<file path="src/rtl/fe_batch_dispatcher.sv">
`default_nettype none
// ============================================================================
// Module      : fe_batch_dispatcher
// Description : Custom-instruction front end for the function-evaluation
//               datapath. Decodes n = CLEAR/GO/READ/STATUS, buffers GO operand
//               pairs in a FIFO, issues them downstream over valid/ready,
//               tracks pairs in flight, and drains the pipeline before
//               READ/CLEAR respond.
// Revision    : 1.0 - initial release
// ----------------------------------------------------------------------------
// Ports
//   clk, rst           clock / synchronous active-low reset
//   clk_en, start, n   command strobe (qualified by clk_en) and command code
//   x_one, x_two       GO operands
//   result, done       command result and one-cycle completion pulse
//   issue_*            FIFO head towards the pipeline (valid/ready)
//   retire, acc_total  pair-retired strobe and accumulated total from stage 4
//   clear_acc          one-cycle pulse zeroing the downstream accumulators
//   busy               command in progress
// Configuration
//   FE_DRAIN_TIMEOUT_EN  when defined, DRAIN gives up after DRAIN_TIMEOUT
//                        cycles, answers qNaN and flushes FIFO/in-flight.
// ============================================================================
module fe_batch_dispatcher #(
    parameter int FLT_DATA_WIDTH = 32,
    parameter int N_WIDTH        = 2,
    parameter int FIFO_DEPTH     = 4,
    parameter int INFLIGHT_MAX   = 8,
    parameter int CNT_WIDTH      = 4,
    parameter int DRAIN_TIMEOUT  = 1023
) (
    input  logic                      clk,
    input  logic                      rst,
    input  logic                      clk_en,
    input  logic                      start,
    input  logic [N_WIDTH-1:0]        n,
    input  logic [FLT_DATA_WIDTH-1:0] x_one,
    input  logic [FLT_DATA_WIDTH-1:0] x_two,
    output logic [FLT_DATA_WIDTH-1:0] result,
    output logic                      done,
    output logic                      issue_valid,
    input  logic                      issue_ready,
    output logic [FLT_DATA_WIDTH-1:0] issue_x_one,
    output logic [FLT_DATA_WIDTH-1:0] issue_x_two,
    input  logic                      retire,
    input  logic [FLT_DATA_WIDTH-1:0] acc_total,
    output logic                      clear_acc,
    output logic                      busy
);

    localparam int PTR_W = $clog2(FIFO_DEPTH);

    localparam logic [1:0] S_IDLE    = 2'd0;
    localparam logic [1:0] S_ENQUEUE = 2'd1;
    localparam logic [1:0] S_DRAIN   = 2'd2;
    localparam logic [1:0] S_RESPOND = 2'd3;

    localparam logic [N_WIDTH-1:0] CMD_CLEAR  = N_WIDTH'(0);
    localparam logic [N_WIDTH-1:0] CMD_GO     = N_WIDTH'(1);
    localparam logic [N_WIDTH-1:0] CMD_READ   = N_WIDTH'(2);
    localparam logic [N_WIDTH-1:0] CMD_STATUS = N_WIDTH'(3);

    logic [1:0]                state_q, state_d;
    logic [FLT_DATA_WIDTH-1:0] result_q;
    logic                      done_q;
    logic                      clear_acc_q;
    logic                      is_clear_q;
    logic [FLT_DATA_WIDTH-1:0] pend_one_q, pend_two_q;

    logic [FLT_DATA_WIDTH-1:0] mem_one_q [FIFO_DEPTH];
    logic [FLT_DATA_WIDTH-1:0] mem_two_q [FIFO_DEPTH];
    logic [PTR_W-1:0]          wr_ptr_q, rd_ptr_q;
    logic [CNT_WIDTH-1:0]      fifo_cnt_q, fifo_cnt_d;
    logic [CNT_WIDTH-1:0]      inflight_q, inflight_d;

    logic                      w_accept, w_full, w_empty, w_push, w_pop;
    logic                      w_ret, w_drained, w_timeout;
    logic [FLT_DATA_WIDTH-1:0] w_push_one, w_push_two;

    assign w_accept  = (state_q == S_IDLE) && start && clk_en;
    assign w_full    = (fifo_cnt_q == CNT_WIDTH'(FIFO_DEPTH));
    assign w_empty   = (fifo_cnt_q == '0);
    assign w_drained = w_empty && (inflight_q == '0);

    // Fullness is judged on the pre-pop count, so a stalled GO always
    // lands one cycle after the pop that frees its slot.
    assign w_push = !w_full && ((state_q == S_ENQUEUE) ||
                                (w_accept && (n == CMD_GO)));
    assign w_push_one = (state_q == S_ENQUEUE) ? pend_one_q : x_one;
    assign w_push_two = (state_q == S_ENQUEUE) ? pend_two_q : x_two;

    assign issue_valid = !w_empty && (inflight_q < CNT_WIDTH'(INFLIGHT_MAX));
    assign issue_x_one = mem_one_q[rd_ptr_q];
    assign issue_x_two = mem_two_q[rd_ptr_q];
    assign w_pop       = issue_valid && issue_ready;
    // A retire with nothing in flight is spurious and dropped.
    assign w_ret       = retire && (inflight_q != '0);

`ifdef FE_DRAIN_TIMEOUT_EN
    localparam int TO_W = $clog2(DRAIN_TIMEOUT + 1);
    localparam logic [TO_W-1:0]           TO_LAST = TO_W'(DRAIN_TIMEOUT - 1);
    localparam logic [FLT_DATA_WIDTH-1:0] QNAN    = FLT_DATA_WIDTH'(32'h7FC0_0000);

    logic [TO_W-1:0] to_cnt_q;

    always_ff @(posedge clk) begin
        if (!rst) begin
            to_cnt_q <= '0;
        end else if (state_q == S_DRAIN) begin
            to_cnt_q <= to_cnt_q + TO_W'(1);
        end else begin
            to_cnt_q <= '0;
        end
    end

    // Fires on the DRAIN_TIMEOUT-th drain cycle unless draining finished.
    assign w_timeout = (state_q == S_DRAIN) && !w_drained && (to_cnt_q == TO_LAST);
`else
    logic w_unused_timeout;
    assign w_unused_timeout = (DRAIN_TIMEOUT > 0);
    assign w_timeout        = 1'b0;
`endif

    always_comb begin
        state_d = state_q;
        case (state_q)
            S_IDLE: begin
                if (w_accept) begin
                    case (n)
                        CMD_GO:              state_d = w_full ? S_ENQUEUE : S_IDLE;
                        CMD_READ, CMD_CLEAR: state_d = S_DRAIN;
                        default:             state_d = S_IDLE;
                    endcase
                end
            end
            S_ENQUEUE: if (!w_full) state_d = S_IDLE;
            S_DRAIN:   if (w_drained || w_timeout) state_d = S_RESPOND;
            default:   state_d = S_IDLE;
        endcase
    end

    always_comb begin
        fifo_cnt_d = fifo_cnt_q;
        if (w_push && !w_pop) begin
            fifo_cnt_d = fifo_cnt_q + CNT_WIDTH'(1);
        end else if (!w_push && w_pop) begin
            fifo_cnt_d = fifo_cnt_q - CNT_WIDTH'(1);
        end
        inflight_d = inflight_q;
        if (w_pop && !w_ret) begin
            inflight_d = inflight_q + CNT_WIDTH'(1);
        end else if (!w_pop && w_ret) begin
            inflight_d = inflight_q - CNT_WIDTH'(1);
        end
    end

    // Command sequencing and the registered result/done/clear_acc outputs.
    always_ff @(posedge clk) begin
        if (!rst) begin
            state_q     <= S_IDLE;
            result_q    <= '0;
            done_q      <= 1'b0;
            clear_acc_q <= 1'b0;
            is_clear_q  <= 1'b0;
            pend_one_q  <= '0;
            pend_two_q  <= '0;
        end else begin
            state_q     <= state_d;
            done_q      <= 1'b0;
            clear_acc_q <= 1'b0;
            case (state_q)
                S_IDLE: begin
                    if (w_accept) begin
                        case (n)
                            CMD_GO: begin
                                if (w_full) begin
                                    pend_one_q <= x_one;
                                    pend_two_q <= x_two;
                                end else begin
                                    done_q   <= 1'b1;
                                    result_q <= '0;
                                end
                            end
                            CMD_STATUS: begin
                                done_q   <= 1'b1;
                                result_q <= FLT_DATA_WIDTH'({fifo_cnt_q, inflight_q});
                            end
                            CMD_READ, CMD_CLEAR: is_clear_q <= (n == CMD_CLEAR);
                            default: ;
                        endcase
                    end
                end
                S_ENQUEUE: begin
                    if (!w_full) begin
                        done_q   <= 1'b1;
                        result_q <= '0;
                    end
                end
                S_DRAIN: begin
                    // done is raised on entry to RESPOND so it is visible
                    // during the RESPOND cycle itself.
                    if (w_drained) begin
                        done_q      <= 1'b1;
                        result_q    <= is_clear_q ? '0 : acc_total;
                        clear_acc_q <= is_clear_q;
                    end
`ifdef FE_DRAIN_TIMEOUT_EN
                    else if (w_timeout) begin
                        done_q   <= 1'b1;
                        result_q <= QNAN;
                    end
`endif
                end
                default: ;
            endcase
        end
    end

    // FIFO pointers and counters keep running independent of clk_en.
    always_ff @(posedge clk) begin
        if (!rst || w_timeout) begin
            wr_ptr_q   <= '0;
            rd_ptr_q   <= '0;
            fifo_cnt_q <= '0;
            inflight_q <= '0;
        end else begin
            if (w_push) wr_ptr_q <= wr_ptr_q + PTR_W'(1);
            if (w_pop)  rd_ptr_q <= rd_ptr_q + PTR_W'(1);
            fifo_cnt_q <= fifo_cnt_d;
            inflight_q <= inflight_d;
        end
    end

    always_ff @(posedge clk) begin
        if (w_push) begin
            mem_one_q[wr_ptr_q] <= w_push_one;
            mem_two_q[wr_ptr_q] <= w_push_two;
        end
    end

    assign result    = result_q;
    assign done      = done_q;
    assign clear_acc = clear_acc_q;
    assign busy      = (state_q != S_IDLE);

endmodule
`default_nettype wire
</file>
<file path="config.mk">
export PLATFORM = sky130hd
export DESIGN_NAME = fe_batch_dispatcher
export DESIGN_NICKNAME = d
export VERILOG_FILES = /design/src/rtl/fe_batch_dispatcher.sv
export SDC_FILE = /design/constraint.sdc
export NUM_CORES = 1
export LEC_CHECK = 0
export ABC_AREA = 1
export CAP_MARGIN = 15
export CORE_MARGIN = 8
export CORE_UTILIZATION = 35
export CTS_CLUSTER_DIAMETER = 30
export DETAILED_ROUTE_END_ITERATION = 8
export DONT_BUFFER_PORTS = 1
export GPL_TIMING_DRIVEN = 0
export PLACE_DENSITY = 0.46
export SLEW_MARGIN = 30
export SYNTH_ARGS = -nofsm -noshare
export SYNTH_HDL_FRONTEND = slang
export SYNTH_SLANG_ARGS = --single-unit
</file>
<file path="constraint.sdc">
create_clock -name clk -period 15.32 [get_ports clk]
set_clock_uncertainty 0.15 [all_clocks]
set_input_delay 3.064 -clock clk [delete_from_list [all_inputs] [get_ports clk]]
set_output_delay 3.064 -clock clk [all_outputs]
set_load 0.005 [all_outputs]
</file>
==> impl_metrics.sql <==
INSERT INTO impl_metrics (metric_group, metric, value, unit) VALUES
('run_status', 'outcome', 'finished clean', ''),
('floorplan', 'horizontal_die_dimension', '228', 'um'),
('synthesis', 'post-synth-top-area-fraction', '0.487', ''),
('routing', 'detailed_route_wirelength_on_metal3', '3350', 'um'),
('global_route', 'groute.usage.overall', '0.175', ''),
('hold_path', 'hp-class', 'flip-flop to flip-flop', ''),
('timing', 'tns', '0', 'ps'),
('clock_network', 'cts_hold_buffers', '0', ''),
('setup_path', 'critPathCaptureType', 'output port', ''),
('cells_and_area', 'drive_above_1_share', '0.136', ''),
('synthesis', 'synthDistinctLibCells', '33', ''),
('timing', 'finalSetupViolations', '0', ''),
('synthesis', 'ys_warn_count', '0', ''),
('routing', 'wl', '46600', 'um'),
('setup_path', 'critical_path.most_common_cell', 'sky130_fd_sc_hd__buf_2', ''),
('synthesis', 'post_synth_top_area_cell', 'sky130_fd_sc_hd__edfxtp_1', ''),
('setup_path', 'critical_path.slowest_cell', 'sky130_fd_sc_hd__clkbuf_1', ''),
('synthesis', 'ys_seq_area_frac', '0.633', ''),
('synthesis', 'synth_commonest_cells', 'sky130_fd_sc_hd__edfxtp_1 (256), sky130_fd_sc_hd__nor2_1 (219), sky130_fd_sc_hd__o21ai_0 (214), sky130_fd_sc_hd__nand2_1 (210), sky130_fd_sc_hd__inv_1 (133)', ''),
('clock_network', 'cts-buffers-inserted', '94', ''),
('run', 'max-cap-violations', '0', ''),
('setup_path', 'critPathRequiredTime', '12110', 'ps'),
('synthesis', 'synthSimpleGateAreaFrac', '0.140', ''),
('routing', 'postRouteAntennaNets', '0', ''),
('global_route', 'antenna_found_initial', '0', ''),
('setup_path', 'ff2ff_path_depth', '10', ''),
('timing', 'achievable-frequency', '171', 'MHz'),
('routing', 'dr_total_vias', '11500', ''),
('clock_network', 'tritoncts', 'built', ''),
('synthesis', 'postSynthAreaPerCell', '9.98', 'sq um'),
('routing', 'wire_per_inst', '19.7', 'um'),
('clock_network', 'worstSkewPairLatency', '580', 'ps'),
('synthesis', 'synth_compound_gate_area_share', '0.141', ''),
('global_route', 'grt_pass1_wl', '70600', 'um'),
('synthesis', 'mappedNetlistNets', '1701', ''),
('synthesis', 'synth.cell_area', '0.0158', 'sq mm'),
('setup_path', 'arrival', '2630', 'ps'),
('synthesis', 'synth-xor-area-share', '0.00333', ''),
('setup_path', 'crit_path_cell_trace', 'buf_2, inv_1, buf_2, clkbuf_1, nor2_1, o22ai_1', ''),
('cells_and_area', 'number_of_nets_at_the_end_of_the_flow', '1812', ''),
('routing', 'dr_wl_met2', '22500', 'um'),
('setup_path', 'cp_slowest_stage_delay', '510', 'ps'),
('clock_network', 'clock_sink_total', '371', ''),
('routing', 'met1Wirelength', '19500', 'um'),
('setup_path', 'timing.reg2reg.setup_slack', '12380', 'ps'),
('floorplan', 'num_io_pins', '204', ''),
('synthesis', 'dominant_combinational_cell_family_by_area_after_synthesis', 'compound AO/OA/AOI/OAI gates', ''),
('clock_network', 'clk_pin_slew_worst_paths', '40', 'ps'),
('pwr', 'power.density_cell_area', '217', 'mW/mm^2'),
('floorplan', 'core_region_area', '0.0450', 'sq mm'),
('global_route', 'number_of_global_route_vias_before_repair', '11600', ''),
('routing', 'initialDrtViolationCount', '568', ''),
('pwr', 'static-leakage-power', '7.50', 'nW'),
('clock_network', 'post_cts_buffers', '0', ''),
('routing', 'vias_cell', '4.87', ''),
('cells_and_area', 'final_core_utilization', '0.451', ''),
('timing', 'final-max-slew-violation-count', '0', ''),
('setup_path', 'worst_r2r_startpoint', 'state_q[1]$_SDFFE_PN0P_', ''),
('synthesis', 'synth_top_cells_by_area', 'sky130_fd_sc_hd__edfxtp_1 (49%), sky130_fd_sc_hd__dfxtp_1 (15%), sky130_fd_sc_hd__o21ai_0 (6.8%)', ''),
('routing', 'drt_drc_violations_left', '0', ''),
('synthesis', 'commonest_register_cell_after_synthesis', 'sky130_fd_sc_hd__edfxtp_1', ''),
('timing', 'worst_pin_slew', '728', 'ps'),
('setup_path', 'r2r_end', 'mem_two_q[3][26]$_DFFE_PP_', ''),
('placement', 'globalplace.congestion', '0.777', ''),
('cells_and_area', 'area_growth', '28.7', '%'),
('routing', 'dr.max_layer_used', 'met4', ''),
('synthesis', 'synthArstFlopShare', '0', ''),
('cells_and_area', 'num-fill-cells', '4200', ''),
('clock_network', 'cts_resized', '0', ''),
('synthesis', 'ys_ff_latch', '371', ''),
('timing', 'period_share', '0.382', '');
layout make-up:
class | count | area (sq um) | area share
Sequential cell | 371 | 9990 | 0.492
Clock buffer | 115 | 2540 | 0.125
Multi-Input combinational cell | 972 | 4740 | 0.233
Inverter | 137 | 517 | 0.0254
Clock inverter | 59 | 816 | 0.0402
Timing Repair Buffer | 15 | 388 | 0.0191
Tap cell | 600 | 751 | 0.0370
Buffer | 101 | 571 | 0.0281
metrics by stage:
stage | hold slack, ps | power (W) | setup slack (ps) | std cells | cell area, sq um
final | 294 | 0.00442 | 9470 | 2370 | 20300
after detailed placement | 289 | 0.00238 | 9790 | 2196 | 17000
after CTS | 295 | 0.00448 | 9370 | 2370 | 20300
after floorplan | 275 | 0.00200 | 8320 | 1581 | 15800
after global placement | 284 | 0.00235 | 5480 | 2181 | 16500
after global routing | 309 | 0.00465 | 9280 | 2370 | 20300
state kept, by name (all words and copies together) (netlist names), 2 cells and up, named ones only:
name        cells
pend_two_q     32
rd_ptr_q        2
mem_one_q     128
mem_two_q     128
state_q         2
pend_one_q     32
result         32
fifo_cnt_q      4
wr_ptr_q        2
inflight_q      4
how the worst min path moves through the flow:
stage	from	endpoint	slack, ps	depth (start not counted)
2_1_floorplan	pend_two_q[0]$_SDFFE_PN0P_	pend_two_q[0]$_SDFFE_PN0P_	270	2
3_3_place_gp	pend_two_q[8]$_SDFFE_PN0P_	pend_two_q[8]$_SDFFE_PN0P_	280	2
3_5_place_dp	pend_one_q[18]$_SDFFE_PN0P_	pend_one_q[18]$_SDFFE_PN0P_	290	2
4_1_cts	pend_one_q[18]$_SDFFE_PN0P_	pend_one_q[18]$_SDFFE_PN0P_	300	2
5_1_grt	pend_one_q[27]$_SDFFE_PN0P_	pend_one_q[27]$_SDFFE_PN0P_	310	2
6_report	pend_two_q[17]$_SDFFE_PN0P_	pend_two_q[17]$_SDFFE_PN0P_	290	2
worst reg2reg max path, delay by kind of cell (launching register included):
kind                       cells  cell delay (ps)
and+or+nand+nor                3              840
AOI/OAI and AO/OA              1              230
DFF                            1              320
buffers and inverters          5              870
adders and majority gates      1              230
kinds of logic (layout without fill, tap and decap cells):
group,Yosys count,in the layout
AND/OR/NAND/NOR,526,526
flip-flops,371,371
buffers and inverters,238,427
adder cells (fa/ha/maj),16,16
AO/OA/AOI/OAI,424,424
XOR/XNOR,6,6
routing by layer:
metal / global-route usage / up-vias
met5: 0 / -
met4: 0.0698 / 0
met3: 0.0594 / 73
met2: 0.290 / 297
met1: 0.206 / 5481
li1: - / 5695
placed cells by master, fill, tap and decap left out, types with 4 or more instances in the layout:
cell type                    count
sky130_fd_sc_hd__edfxtp_1      256
sky130_fd_sc_hd__nor2_1        215
sky130_fd_sc_hd__o21ai_0       214
sky130_fd_sc_hd__nand2_1       210
sky130_fd_sc_hd__inv_1         133
sky130_fd_sc_hd__dfxtp_1       115
sky130_fd_sc_hd__clkbuf_16      97
sky130_fd_sc_hd__a21oi_1        80
sky130_fd_sc_hd__clkbuf_1       70
sky130_fd_sc_hd__nand3_1        64
sky130_fd_sc_hd__o22ai_1        64
sky130_fd_sc_hd__o21ai_1        56
sky130_fd_sc_hd__buf_6          19
sky130_fd_sc_hd__bufinv_16      19
sky130_fd_sc_hd__buf_2          17
sky130_fd_sc_hd__clkinv_2       17
sky130_fd_sc_hd__nor2_4         15
sky130_fd_sc_hd__ha_1           14
sky130_fd_sc_hd__buf_16         13
sky130_fd_sc_hd__clkinv_1        9
sky130_fd_sc_hd__clkinvlp_4      9
sky130_fd_sc_hd__nor2_2          8
sky130_fd_sc_hd__clkinv_4        6
sky130_fd_sc_hd__nand4_1         5
sky130_fd_sc_hd__o21bai_1        5
sky130_fd_sc_hd__clkbuf_8        5
sky130_fd_sc_hd__buf_1           4
sky130_fd_sc_hd__xor2_1          4
where the power goes:
group | internal, W | total [W] | leakage [nW] | switching, W
clock network | 0.00149 | 0.00207 | 1.63 | 0.000587
registers | 0.00126 | 0.00133 | 3.26 | 0.0000694
logic | 0.000290 | 0.00101 | 2.62 | 0.000724
(Power assumes the default switching activity.)
